[config.mk]
export PLATFORM = sky130hd
export DESIGN_NAME = hilo_mult_sequencer
export DESIGN_NICKNAME = d
export VERILOG_FILES = /design/src/rtl/hilo_mult_sequencer.sv
export SDC_FILE = /design/constraint.sdc
export NUM_CORES = 1
export LEC_CHECK = 0
export BUFFER_PORTS_ARGS = -buffer_cell sky130_fd_sc_hd__buf_2
export CORE_MARGIN = 2
export CORE_UTILIZATION = 60
export CTS_CLUSTER_SIZE = 24
export DETAILED_ROUTE_END_ITERATION = 10
export HOLD_SLACK_MARGIN = 0.06
export PLACE_DENSITY = 0.77
export SLEW_MARGIN = 10
export SYNTH_ARGS = -nofsm -noshare
export SYNTH_HDL_FRONTEND = slang
export SYNTH_SLANG_ARGS = --single-unit
[constraint.sdc]
create_clock -name Clk -period 8.4 [get_ports Clk]
set_input_delay 0.84 -clock Clk [delete_from_list [all_inputs] [get_ports Clk]]
set_output_delay 0.84 -clock Clk [all_outputs]
set_load 0.02 [all_outputs]
[src/rtl/hilo_mult_sequencer.sv]
// Multi-cycle HI/LO multiply unit: radix-2 shift-add over 32 iterations,
// plus single-cycle moves to/from the HI and LO registers.
module hilo_mult_sequencer (
  input  logic        Clk,
  input  logic        Rst,
  input  logic        Start,
  input  logic [4:0]  ALUControl,
  input  logic [31:0] A,
  input  logic [31:0] B,
  output logic        Busy,
  output logic        Done,
  output logic [31:0] Result,
  output logic [31:0] Hi,
  output logic [31:0] Lo
);

  localparam logic [4:0] OP_MULT  = 5'b00011;
  localparam logic [4:0] OP_MULTU = 5'b00100;
  localparam logic [4:0] OP_MUL   = 5'b10011;
  localparam logic [4:0] OP_MADD  = 5'b10100;
  localparam logic [4:0] OP_MSUB  = 5'b10101;
  localparam logic [4:0] OP_MFHI  = 5'b10111;
  localparam logic [4:0] OP_MFLO  = 5'b11000;
  localparam logic [4:0] OP_MTHI  = 5'b11001;
  localparam logic [4:0] OP_MTLO  = 5'b11010;

  typedef enum logic [1:0] {
    IDLE   = 2'd0,
    ITER   = 2'd1,
    FINISH = 2'd2
  } state_t;

  state_t      state_r;
  state_t      next_state_s;
  logic [4:0]  op_r;
  logic [4:0]  cnt_r;
  logic        neg_r;
  logic [63:0] mcand_r;
  logic [31:0] mplier_r;
  logic [63:0] prod_r;

  logic        is_mul_s;
  logic        is_signed_s;
  logic [31:0] a_mag_s;
  logic [31:0] b_mag_s;
  logic [63:0] prod_signed_s;
  logic [63:0] hilo_new_s;

  // Opcode decode and operand magnitudes; -2^31 maps to magnitude 2^31.
  always_comb begin
    is_mul_s    = 1'b0;
    is_signed_s = (ALUControl != OP_MULTU);
    a_mag_s     = A;
    b_mag_s     = B;
    case (ALUControl)
      OP_MULT, OP_MULTU, OP_MUL, OP_MADD, OP_MSUB: is_mul_s = 1'b1;
      default:                                     is_mul_s = 1'b0;
    endcase
    if (is_signed_s && A[31]) begin
      a_mag_s = ~A + 32'd1;
    end else begin
      a_mag_s = A;
    end
    if (is_signed_s && B[31]) begin
      b_mag_s = ~B + 32'd1;
    end else begin
      b_mag_s = B;
    end
  end

  // Sign correction and accumulate/subtract into {HI,LO}, wrapping mod 2^64.
  always_comb begin
    prod_signed_s = prod_r;
    hilo_new_s    = prod_r;
    if (neg_r) begin
      prod_signed_s = ~prod_r + 64'd1;
    end else begin
      prod_signed_s = prod_r;
    end
    case (op_r)
      OP_MADD: hilo_new_s = {Hi, Lo} + prod_signed_s;
      OP_MSUB: hilo_new_s = {Hi, Lo} - prod_signed_s;
      default: hilo_new_s = prod_signed_s;
    endcase
  end

  // Next-state logic.
  always_comb begin
    next_state_s = state_r;
    case (state_r)
      IDLE: begin
        if (Start && is_mul_s) begin
          next_state_s = ITER;
        end else begin
          next_state_s = IDLE;
        end
      end
      ITER: begin
        if (cnt_r == 5'd31) begin
          next_state_s = FINISH;
        end else begin
          next_state_s = ITER;
        end
      end
      FINISH:  next_state_s = IDLE;
      default: next_state_s = IDLE;
    endcase
  end

  // State register.
  always_ff @(posedge Clk) begin
    if (!Rst) begin
      state_r <= IDLE;
    end else begin
      state_r <= next_state_s;
    end
  end

  // Datapath and registered outputs.
  always_ff @(posedge Clk) begin
    if (!Rst) begin
      Busy     <= 1'b0;
      Done     <= 1'b0;
      Result   <= 32'd0;
      Hi       <= 32'd0;
      Lo       <= 32'd0;
      op_r     <= 5'd0;
      cnt_r    <= 5'd0;
      neg_r    <= 1'b0;
      mcand_r  <= 64'd0;
      mplier_r <= 32'd0;
      prod_r   <= 64'd0;
    end else begin
      Done <= 1'b0;
      case (state_r)
        IDLE: begin
          if (Start) begin
            case (ALUControl)
              OP_MULT, OP_MULTU, OP_MUL, OP_MADD, OP_MSUB: begin
                op_r     <= ALUControl;
                neg_r    <= is_signed_s & (A[31] ^ B[31]);
                mcand_r  <= {32'd0, a_mag_s};
                mplier_r <= b_mag_s;
                prod_r   <= 64'd0;
                cnt_r    <= 5'd0;
                Busy     <= 1'b1;
              end
              OP_MTHI: begin
                Hi   <= A;
                Done <= 1'b1;
              end
              OP_MTLO: begin
                Lo   <= A;
                Done <= 1'b1;
              end
              OP_MFHI: begin
                Result <= Hi;
                Done   <= 1'b1;
              end
              OP_MFLO: begin
                Result <= Lo;
                Done   <= 1'b1;
              end
              default: ;
            endcase
          end
        end
        ITER: begin
          if (mplier_r[0]) begin
            prod_r <= prod_r + mcand_r;
          end
          mcand_r  <= mcand_r << 1;
          mplier_r <= mplier_r >> 1;
          cnt_r    <= cnt_r + 5'd1;
        end
        FINISH: begin
          if (op_r == OP_MUL) begin
            Result <= prod_signed_s[31:0];
          end else begin
            {Hi, Lo} <= hilo_new_s;
            Result   <= hilo_new_s[31:0];
          end
          Done <= 1'b1;
          Busy <= 1'b0;
        end
        default: ;
      endcase
    end
  end

endmodule

# Word-level counts from Yosys, hierarchy flattened
# Index checks and enable logic that the tools add are counted.
[classes]
mux = 39
n_reduce_logical = 15
n_addsub = 7
n_bitwise = 5
n_eq_ne = 23
[ops]
columns = ["op", "count"]
rows = [
  ["32-bit two-way mux", 12],
  ["64-bit two-way mux", 6],
  ["64-bit one-hot mux with 2 select lines", 3],
  ["32-bit one-hot mux with 2 select lines", 5],
  ["64-bit adder", 2],
  ["32-bit by 1-bit adder with 32-bit output, second input constant", 2],
  ["64-bit by 1-bit adder with 64-bit output, second input constant", 1],
  ["32-bit inverter", 2],
  ["64-bit inverter", 1],
  ["64-bit subtractor", 1],
  ["5-bit == test, second input constant", 11],
  ["3-bit AND reduction", 4],
  ["4-bit AND reduction", 3],
  ["5-bit two-way mux", 2],
  ["5-bit one-hot mux with 2 select lines", 1],
  ["2-bit != test, second input constant", 4],
  ["1-bit two-way mux", 6],
  ["5-bit by 1-bit adder with 5-bit output, second input constant", 1],
  ["5-bit by 2-bit == test with 1-bit output, second input constant", 1],
  ["5-bit by 3-bit == test with 1-bit output, second input constant", 1],
  ["5-bit by 3-bit != test with 1-bit output, second input constant", 1],
  ["5-bit OR reduction", 1],
  ["2-bit by 1-bit != test with 1-bit output, second input constant", 2],
  ["1-bit one-hot mux with 2 select lines", 2],
  ["other kinds (11)", 14],
]
[totals]
inputBits = 72
output_inout_bits = 98
word_cells = 101
register_bits = 271

# Logic depth before layout (Yosys ltp)
# Gate-level depths: netlist of run 1.
[depth]
ltp_word = 7
ltp_mapped = 29
depth_no_buf = 26

# Worst setup path before layout of run 1
# OpenSTA, ideal clock, no wires.
[synth_timing]
path_type = "register to register"
start = "reg neg_r"
end = "reg Hi[31]"
setup_time_ns = 0.117
path_stages_with_launch = 30
path_buffers = 8
slack_ns = 1.313
period_less_slack_ns = 7.087
arrival_ns = 6.970
required_ns = 8.283
cell_sequence = "dfxtp_1 -> clkbuf_1 -> clkbuf_1 -> clkbuf_1 -> clkbuf_1 -> clkbuf_1 -> buf_1 -> clkbuf_1 -> nand4_1 -> a21o_1 -> a21oi_1 -> nand2_1 -> nor4_1 -> nand2_1 -> o31a_1 -> xnor2_1 -> ha_1 -> clkbuf_1 -> a21oi_1 -> o21ai_0 -> a21oi_1 -> o21bai_1 -> a221oi_1 -> o221ai_1 -> or3b_2 -> o211ai_1 -> a21oi_1 -> or4b_2 -> nand4_1 -> nor2_1"
[synth_via]
elab_chain_len = 5
elab_cells_between_ends = 6
classes_between = "add/sub: 2; mux: 4"
[synth_lines]
columns = ["item", "line_no", "rtl"]
rows = [
  ["from (decl)", "37", "logic neg_r;"],
  ["from (signal assigned)", "141", "neg_r <= is_signed_s & (A[31] ^ B[31]);"],
  ["64-bit two-way mux (*)", "75", "if (neg_r) begin"],
  ["64-bit subtractor / 64-bit adder (equally long branches)", "82, 81", ""],
  ["64-bit one-hot mux with 2 select lines (*)", "80", "case (op_r)"],
  ["32-bit two-way mux (*)", "177", "if (op_r == OP_MUL) begin"],
  ["32-bit one-hot mux with 2 select lines (*)", "135", "case (state_r)"],
  ["to (signal assigned)", "180", "{Hi, Lo} <= hilo_new_s;"],
  ["to (decl)", "13", "output logic [31:0] Hi,"],
]
# Mark *: on every way between the ends. The rest lies on a longest branch, timed or not. The select of a mux whose other input is x is not followed.
# A chain may end at the register's enable or synchronous reset.

# Final worst setup path of run 1
[layout_timing]
start = "reg prod_r[8]"
end = "reg Hi[31]"
[layout_via]
elab_chain_len = 7
elab_cells_between_ends = 8
classes_between = "add/sub: 3; mux: 4; bitwise: 1"
[layout_lines]
columns = ["item", "line_no", "rtl"]
rows = [
  ["from (decl)", "40", "logic [63:0] prod_r;"],
  ["from (signal assigned)", "170", "prod_r <= prod_r + mcand_r;"],
  ["64-bit inverter", "76", "prod_signed_s = ~prod_r + 64'd1;"],
  ["64-bit by 1-bit adder with 64-bit output", "76", ""],
  ["64-bit two-way mux (*)", "75", ""],
  ["64-bit subtractor / 64-bit adder (equally long branches)", "82, 81", ""],
  ["64-bit one-hot mux with 2 select lines (*)", "80", ""],
  ["32-bit two-way mux (*)", "177", ""],
  ["32-bit one-hot mux with 2 select lines (*)", "135", ""],
]
# Marks and branches as above.

==> impl_metrics.sql, run 1 <==
INSERT INTO impl_metrics (metric_group, metric, value, unit) VALUES
('grt', 'grt.total_usage', '0.433', ''),
('power_and_ir_drop', 'combinationalPowerShare', '0.195', ''),
('yosys', 'synth-warning-count', '0', ''),
('final_layout', 'areaGrowthSynthToFinish', '8.47', '%'),
('clock_network', 'clkLatencyLatePin', '630', 'ps'),
('drt', 'detail_route.drc_violations', '0', ''),
('clock_network', 'numCtsBuffers', '31', ''),
('drt', 'number_of_nets_with_antenna_violations_after_routing', '0', ''),
('worst_setup_path', 'crit_path_start_kind', 'flop', ''),
('grt', 'antenna_violations_before_repair', '5', ''),
('yosys', 'yosysUniqueCellTypes', '89', ''),
('drt', 'wire_per_inst', '23.7', 'um'),
('yosys', 'syn-mean-instance-area', '7.08', 'um^2'),
('power_and_ir_drop', 'power_frac_clock', '0.430', ''),
('final_layout', 'stdcell_count', '3884', ''),
('worst_setup_path', 'worst_ep_required_time', '8930', 'ps'),
('power_and_ir_drop', 'ir_drop', '0.000168', 'V'),
('grt', 'grt_first_pass_wirelength', '142000', 'um'),
('timing', 'report.final.setup_viol', '0', ''),
('drt', 'first_pass_iters', '6', ''),
('clock_network', 'clock_tree.buffer_depth', '3', ''),
('timing', 'period_needed', '7570', 'ps'),
('placed_design', 'portBuffers', '169', ''),
('yosys', 'synth_adder_area_share', '0.0713', ''),
('grt', 'global_route.overflow_total', '0', ''),
('yosys', 'synth-async-reset-ratio', '0', ''),
('timing', 'timing_worst_slew_pin_value', '1340', 'ps'),
('yosys', 'syn_area', '0.0237', 'mm^2'),
('die', 'placementRows', '72', ''),
('power_and_ir_drop', 'power.switching', '1090', 'uW'),
('die', 'die_height', '203', 'um'),
('worst_setup_path', 'cp-end-kind', 'flop', ''),
('final_layout', 'most_common_library_cell_in_the_layout_ignoring_fill_and_taps', 'nand2_1', ''),
('worst_setup_path', 'critPathKind', 'flop to flop', ''),
('timing', 'max_clock_freq', '132', 'MHz'),
('final_layout', 'filler_cell_count', '3411', ''),
('status', 'result_of_the_run', 'finished, final reports clean', ''),
('yosys', 'ys_seq_elements', '271', ''),
('drt', 'route.detailed.vias_per_inst', '6.86', ''),
('clock_network', 'cts_tree', 'built', ''),
('drt', 'finalWirelength', '92100', 'um'),
('final_layout', 'drive_gt1_frac', '0.0934', ''),
('drt', 'drt_iter0_markers', '3146', ''),
('timing', 'post-route-period-util', '0.902', ''),
('yosys', 'synth_top_family_by_area', 'compound AO/OA/AOI/OAI gates', ''),
('power_and_ir_drop', 'power_density', '137', 'mW/mm^2'),
('grt', 'grt_start_max_net_pins', '110', ''),
('timing', 'timing.clock.skew', '15.5', 'ps'),
('clock_network', 'post_cts_resize_count', '0', ''),
('yosys', 'post_synth_xor_xnor_area', '0.108', ''),
('hold_path', 'min_path_type', 'flop to flop', ''),
('clock_network', 'post-cts-setup-buffer-count', '0', ''),
('final_layout', 'layout.nets', '3542', ''),
('timing', 'rsz_0062_raised_after_global_routing', 'no', ''),
('die', 'die_area', '0.0411', 'mm^2'),
('die', 'io_pins', '170', ''),
('yosys', 'synth_simple_gate_area_share', '0.256', ''),
('clock_network', 'hold_buffer_count_at_cts', '0', ''),
('power_and_ir_drop', 'power.static_leakage', '0.0109', 'uW'),
('yosys', 'synth_cells', '3348', ''),
('worst_setup_path', 'critPathMaxFanout', '15', ''),
('power_and_ir_drop', 'power.internal', '2430', 'uW'),
('yosys', 'seq_area_frac_synth', '0.229', ''),
('flow_run', 'cap_viol_max_count', '0', ''),
('yosys', 'postSynthNetCount', '3553', ''),
('clock_network', 'h-tree-depth', '1', ''),
('die', 'start_util', '0.610', ''),
('yosys', 'synth_compound_gate_area_share', '0.282', ''),
('yosys', 'postSynth.topFlopCell', 'dfxtp_1', ''),
('timing', 'timing_max_transition_violations_final', '0', ''),
('timing', 'final-hold-violation-count', '0', '');
==> area by class of cell <==
cell class,instances,area [um^2],share of cell area
multi-input combinational,2777,17200,0.670
sequential,271,5430,0.211
timing repair buffer,200,1080,0.0420
clock buffer,38,842,0.0328
tap,518,648,0.0252
clock inverter,20,264,0.0103
inverter,56,215,0.00837
antenna,4,10.0,0.000389
==> path summary, 6_finish.rpt <==
kind                            startpoint         to  slack (ps)  depth (start not counted)
worst max-delay path             prod_r[8]     Hi[31]         830                         24
worst min register to register   Result[0]  Result[0]         460                          2
worst min-delay path             Result[0]  Result[0]         460                          2
worst max register to register   prod_r[8]     Hi[31]         830                         24
==> state kept, by name, indices dropped and copies added (netlist names) <==
signal	flops
Busy	1
Done	1
Hi	32
Lo	32
Result	32
cnt_r	5
mcand_r	64
mplier_r	32
neg_r	1
op_r	5
prod_r	64
state_r	2
==> worst max-delay path: stages (launching register included) <==
cell and delay, ps:
dfxtp_1 360, or4_1 690, or4_4 690, nor4b_1 560
a21oi_1 150, o32ai_1 340, nand2_1 120, nor4_1 270
buf_4 180, nand2_1 190, o31a_1 370, xnor2_1 120
ha_1 420, a21oi_1 190, o21ai_0 130, a21oi_1 180
o21bai_1 130, a221oi_1 390, o221ai_1 280, or3b_2 530
o211ai_1 230, a21oi_1 150, or4b_2 650, nand4_1 110
nor2_1 50
==> stage by stage <==
step                utilization  hold slack (ps)  instance area (um^2)  setup slack (ps)  total power (uW)
global route              0.662              477                 25700               363              3620
CTS                       0.661              460                 25700               976              3490
global placement          0.633              441                 24600              1250              2000
finish                    0.662              463                 25700               827              3510
floorplan                     -              447                 23700              1310              1820
detailed placement        0.633              450                 24600              1020              2000
==> power by group through the flow <==
| stage | clock, uW | sequential [uW] | combinational [uW] |
|---|---|---|---|
| finish | 1510 | 1320 | 684 |
| global route | 1560 | 1320 | 738 |
| CTS | 1510 | 1320 | 662 |
| detailed placement | 0 | 1350 | 657 |
| global placement | 0 | 1350 | 651 |
| floorplan | 0 | 1340 | 478 |
==> Yosys cell counts (36+ instances only) <==
cell type,count,area share
xor2_1,141,0.052
nor2_1,313,0.050
a21oi_1,343,0.072
dfxtp_1,271,0.23
a21o_1,82,0.026
nor3_1,78,0.016
nand2_1,458,0.073
clkbuf_1,210,0.033
o31ai_1,41,0.013
o21ai_0,179,0.038
ha_1,131,0.069
xnor2_1,150,0.055
inv_1,55,0.0087
nand3_1,158,0.033
nand4_1,36,0.0095
a211oi_1,51,0.016
a31oi_1,79,0.021
==> kinds of logic after synthesis <==
family                     count (synthesis)
and+or+nand+nor                         1298
AOI/OAI and AO/OA                       1043
buffers and inverters                    300
xor gates and xnor gates                 291
DFF                                      271
adders and majority gates                134
muxes                                     11
==> metal layers <==
layer  vias to the layer above  track usage  wire length (um)
met4                         4        0.219              5260
met1                     12400        0.574             36600
met5                         -            0                30
met2                      1715        0.662             39400
met3                       306       0.0958             10900
li1                      12200            -                 -
Power figures use the tool's default switching activity.
==> inputs of run 2 (changes only) <==
--- a/config.mk
+++ b/config.mk
@@ -6,7 +6,6 @@
 export NUM_CORES = 1
 export LEC_CHECK = 0
 export BUFFER_PORTS_ARGS = -buffer_cell sky130_fd_sc_hd__buf_2
-export CORE_MARGIN = 2
 export CORE_UTILIZATION = 60
 export CTS_CLUSTER_SIZE = 24
 export DETAILED_ROUTE_END_ITERATION = 10
==> impl_metrics.sql, run 2 (same netlist as run 1, synthesis figures left out) <==
INSERT INTO impl_metrics (metric_group, metric, value, unit) VALUES
('drt', 'num_vias', '26500', ''),
('power_and_ir_drop', 'combinationalPowerShare', '0.191', ''),
('die', 'io_pins', '170', ''),
('status', 'result_of_the_run', 'finished, final reports clean', ''),
('worst_setup_path', 'worst_ep_required_time', '8840', 'ps'),
('power_and_ir_drop', 'pwr-share-seq', '0.372', ''),
('timing', 'rsz_0062_raised_after_global_routing', 'no', ''),
('clock_network', 'numCtsBuffers', '35', ''),
('clock_network', 'clkLatencyLatePin', '570', 'ps'),
('timing', 'setup_slack', '917', 'ps'),
('power_and_ir_drop', 'ir_drop', '0.000154', 'V'),
('final_layout', 'layout.nets', '3552', ''),
('timing', 'maxSlewHeadroom', '0.218', ''),
('final_layout', 'stdcell_count', '3888', ''),
('clock_network', 'hold_buffer_count_at_cts', '0', ''),
('final_layout', 'filler_cell_count', '3544', ''),
('worst_setup_path', 'critPathMaxFanout', '11', ''),
('clock_network', 'cts_tree', 'built', ''),
('power_and_ir_drop', 'power.static_leakage', '0.0110', 'uW'),
('final_layout', 'mostFrequentLayoutCells', '458 x nand2_1, 342 x a21oi_1, 311 x nor2_1', ''),
('die', 'coreArea', '0.0388', 'mm^2'),
('grt', 'grt.total_usage', '0.434', ''),
('drt', 'detail_route.drc_violations', '0', ''),
('hold_path', 'min_path_type', 'flop to flop', ''),
('timing', 'timing_worst_slew_pin_value', '1170', 'ps'),
('die', 'die_wd', '201', 'um'),
('hold_path', 'holdPathStages', '2', ''),
('timing', 'final-hold-violation-count', '0', ''),
('drt', 'drt_iter0_markers', '3263', ''),
('power_and_ir_drop', 'power_frac_clock', '0.437', ''),
('power_and_ir_drop', 'power_density', '138', 'mW/mm^2'),
('grt', 'grt_start_max_net_pins', '110', ''),
('worst_setup_path', 'reg2reg_to', 'Hi[31]', ''),
('worst_setup_path', 'worst_setup_path_startpoint', 'prod_r[0]', ''),
('clock_network', 'clock_tree.buffer_depth', '3', ''),
('grt', 'antenna_violations_before_repair', '1', ''),
('drt', 'wire_per_inst', '23.2', 'um'),
('worst_setup_path', 'crit_path_start_kind', 'flop', ''),
('drt', 'finalWirelength', '90300', 'um'),
('final_layout', 'top_regs', 'mcand_r (64), prod_r (64)', ''),
('timing', 'timing.clock.skew', '32.9', 'ps'),
('placed_design', 'dpl_worst_slack', '1120', 'ps'),
('timing', 'max_clock_freq', '134', 'MHz'),
('clock_network', 'path_clk_slew', '60', 'ps'),
('grt', 'global_route.overflow_total', '0', ''),
('die', 'placementRows', '72', ''),
('clock_network', 'h-tree-depth', '2', ''),
('final_layout', 'most_common_library_cell_in_the_layout_ignoring_fill_and_taps', 'nand2_1', ''),
('timing', 'period_needed', '7480', 'ps'),
('clock_network', 'post-cts-setup-buffer-count', '0', ''),
('placed_design', 'hpwlAfterDp', '66500', 'um'),
('placed_design', 'portBuffers', '169', ''),
('power_and_ir_drop', 'p_sw_frac', '0.300', ''),
('grt', 'first_global_vias', '24000', ''),
('grt', 'grt_first_pass_wirelength', '138000', 'um'),
('worst_setup_path', 'timing.reg2reg.setup_slack', '920', 'ps'),
('final_layout', 'drive_gt1_frac', '0.0941', ''),
('die', 'start_util', '0.610', ''),
('die', 'die_area', '0.0403', 'mm^2'),
('clock_network', 'cts_sinks', '271', ''),
('timing', 'hold-worst-slack', '449', 'ps'),
('worst_setup_path', 'data_arrival_at_the_endpoint_of_the_critical_path', '7930', 'ps'),
('timing', 'post-route-period-util', '0.891', ''),
('power_and_ir_drop', 'power.internal', '2490', 'uW'),
('worst_setup_path', 'regToRegStartpoint', 'prod_r[0]', ''),
('clock_network', 'clk_root_buffer_cell', 'clkbuf_16', ''),
('drt', 'route.detailed.vias_per_inst', '6.81', ''),
('final_layout', 'n_antenna_cell', '0', ''),
('power_and_ir_drop', 'power.switching', '1070', 'uW'),
('die', 'die_height', '201', 'um'),
('final_layout', 'areaGrowthSynthToFinish', '8.78', '%'),
('drt', 'number_of_nets_with_antenna_violations_after_routing', '0', ''),
('timing', 'report.final.setup_viol', '0', ''),
('flow_run', 'cap_viol_max_count', '0', ''),
('drt', 'first_pass_iters', '6', ''),
('timing', 'setup_tns', '0', 'ps'),
('worst_setup_path', 'r2r.worst_path.cells', '25', ''),
('placed_design', 'place.gp.congestion', '1.07', ''),
('placed_design', 'place.detailed.instances', '3828', ''),
('worst_setup_path', 'crit_path_end', 'Hi[31]', ''),
('timing', 'timing_max_transition_violations_final', '0', ''),
('worst_setup_path', 'critPathKind', 'flop to flop', ''),
('worst_setup_path', 'cp-end-kind', 'flop', ''),
('clock_network', 'post_cts_resize_count', '0', '');
## run 2: cell count changes in the layout (fill, tap and decap cells not counted), sizes merged
| cell | before | now |
|---|---|---|
| diode | 4 | 0 |
| clkinvlp | 3 | 1 |
| clkbuf | 38 | 46 |
| buf | 200 | 206 |
| clkinv | 11 | 10 |
| bufinv | 5 | 4 |
| inv | 57 | 55 |
## run 2: area by class of cell
type / instances / area, um^2 / area share
Multi-Input combinational cell: 2777 / 17200 / 0.667
Clock inverter: 14 / 206 / 0.00801
Tap cell: 518 / 648 / 0.0251
Sequential cell: 271 / 5430 / 0.211
Timing Repair Buffer: 206 / 1120 / 0.0436
Inverter: 56 / 215 / 0.00835
Clock buffer: 46 / 957 / 0.0371
## run 2: per-layer routing
layer / track usage / vias to the layer above / share of wire
met5: 0 / - / 0.00011
met4: 0.239 / 2 / 0.059
met3: 0.0813 / 281 / 0.11
met2: 0.656 / 1654 / 0.42
met1: 0.583 / 12300 / 0.41
li1: - / 12200 / -
## run 2: per-stage QoR
step / util / total power (uW) / cell area (um^2)
floorplan: - / 1820 / 23700
global placement: 0.634 / 1990 / 24600
detailed placement: 0.634 / 2000 / 24600
CTS: 0.664 / 3540 / 25800
global route: 0.664 / 3650 / 25800
finish: 0.664 / 3550 / 25800
## run 2: power groups by stage
stage,logic [uW],clock network [uW],registers (uW)
5_1_grt,726,1600,1320
3_5_place_dp,655,0,1350
4_1_cts,660,1560,1320
2_1_floorplan,478,0,1340
3_3_place_gp,649,0,1350
6_report,680,1550,1320
## run 2: how the worst min path moves through the flow
| stage | startpoint | endpoint | slack, ps |
|---|---|---|---|
| 2_1_floorplan | mplier_r[2] | mplier_r[1] | 450 |
| 3_3_place_gp | Busy | Busy | 440 |
| 3_5_place_dp | Result[1] | Result[1] | 440 |
| 4_1_cts | Result[1] | Result[1] | 450 |
| 5_1_grt | Busy | Busy | 490 |
| 6_report | Busy | Busy | 450 |
## run 2: worst max-delay path, cell delays in order (launching register included)
cell      delay [ps]
dfxtp_1          430
inv_1            100
ha_1             280
nor2b_1          770
nand4_1          450
or3_1            460
o211ai_1         140
nand2_1          190
nor4_1           310
buf_4            180
nand2_1          200
o31a_1           380
xnor2_1          130
ha_1             420
a21oi_1          190
o21ai_0          120
a21oi_1          190
o21bai_1         120
a221oi_1         380
o221ai_1         270
or3b_2           500
o211ai_1         210
a21oi_1          140
or4b_2           640
nand4_1          120
nor2_1            50
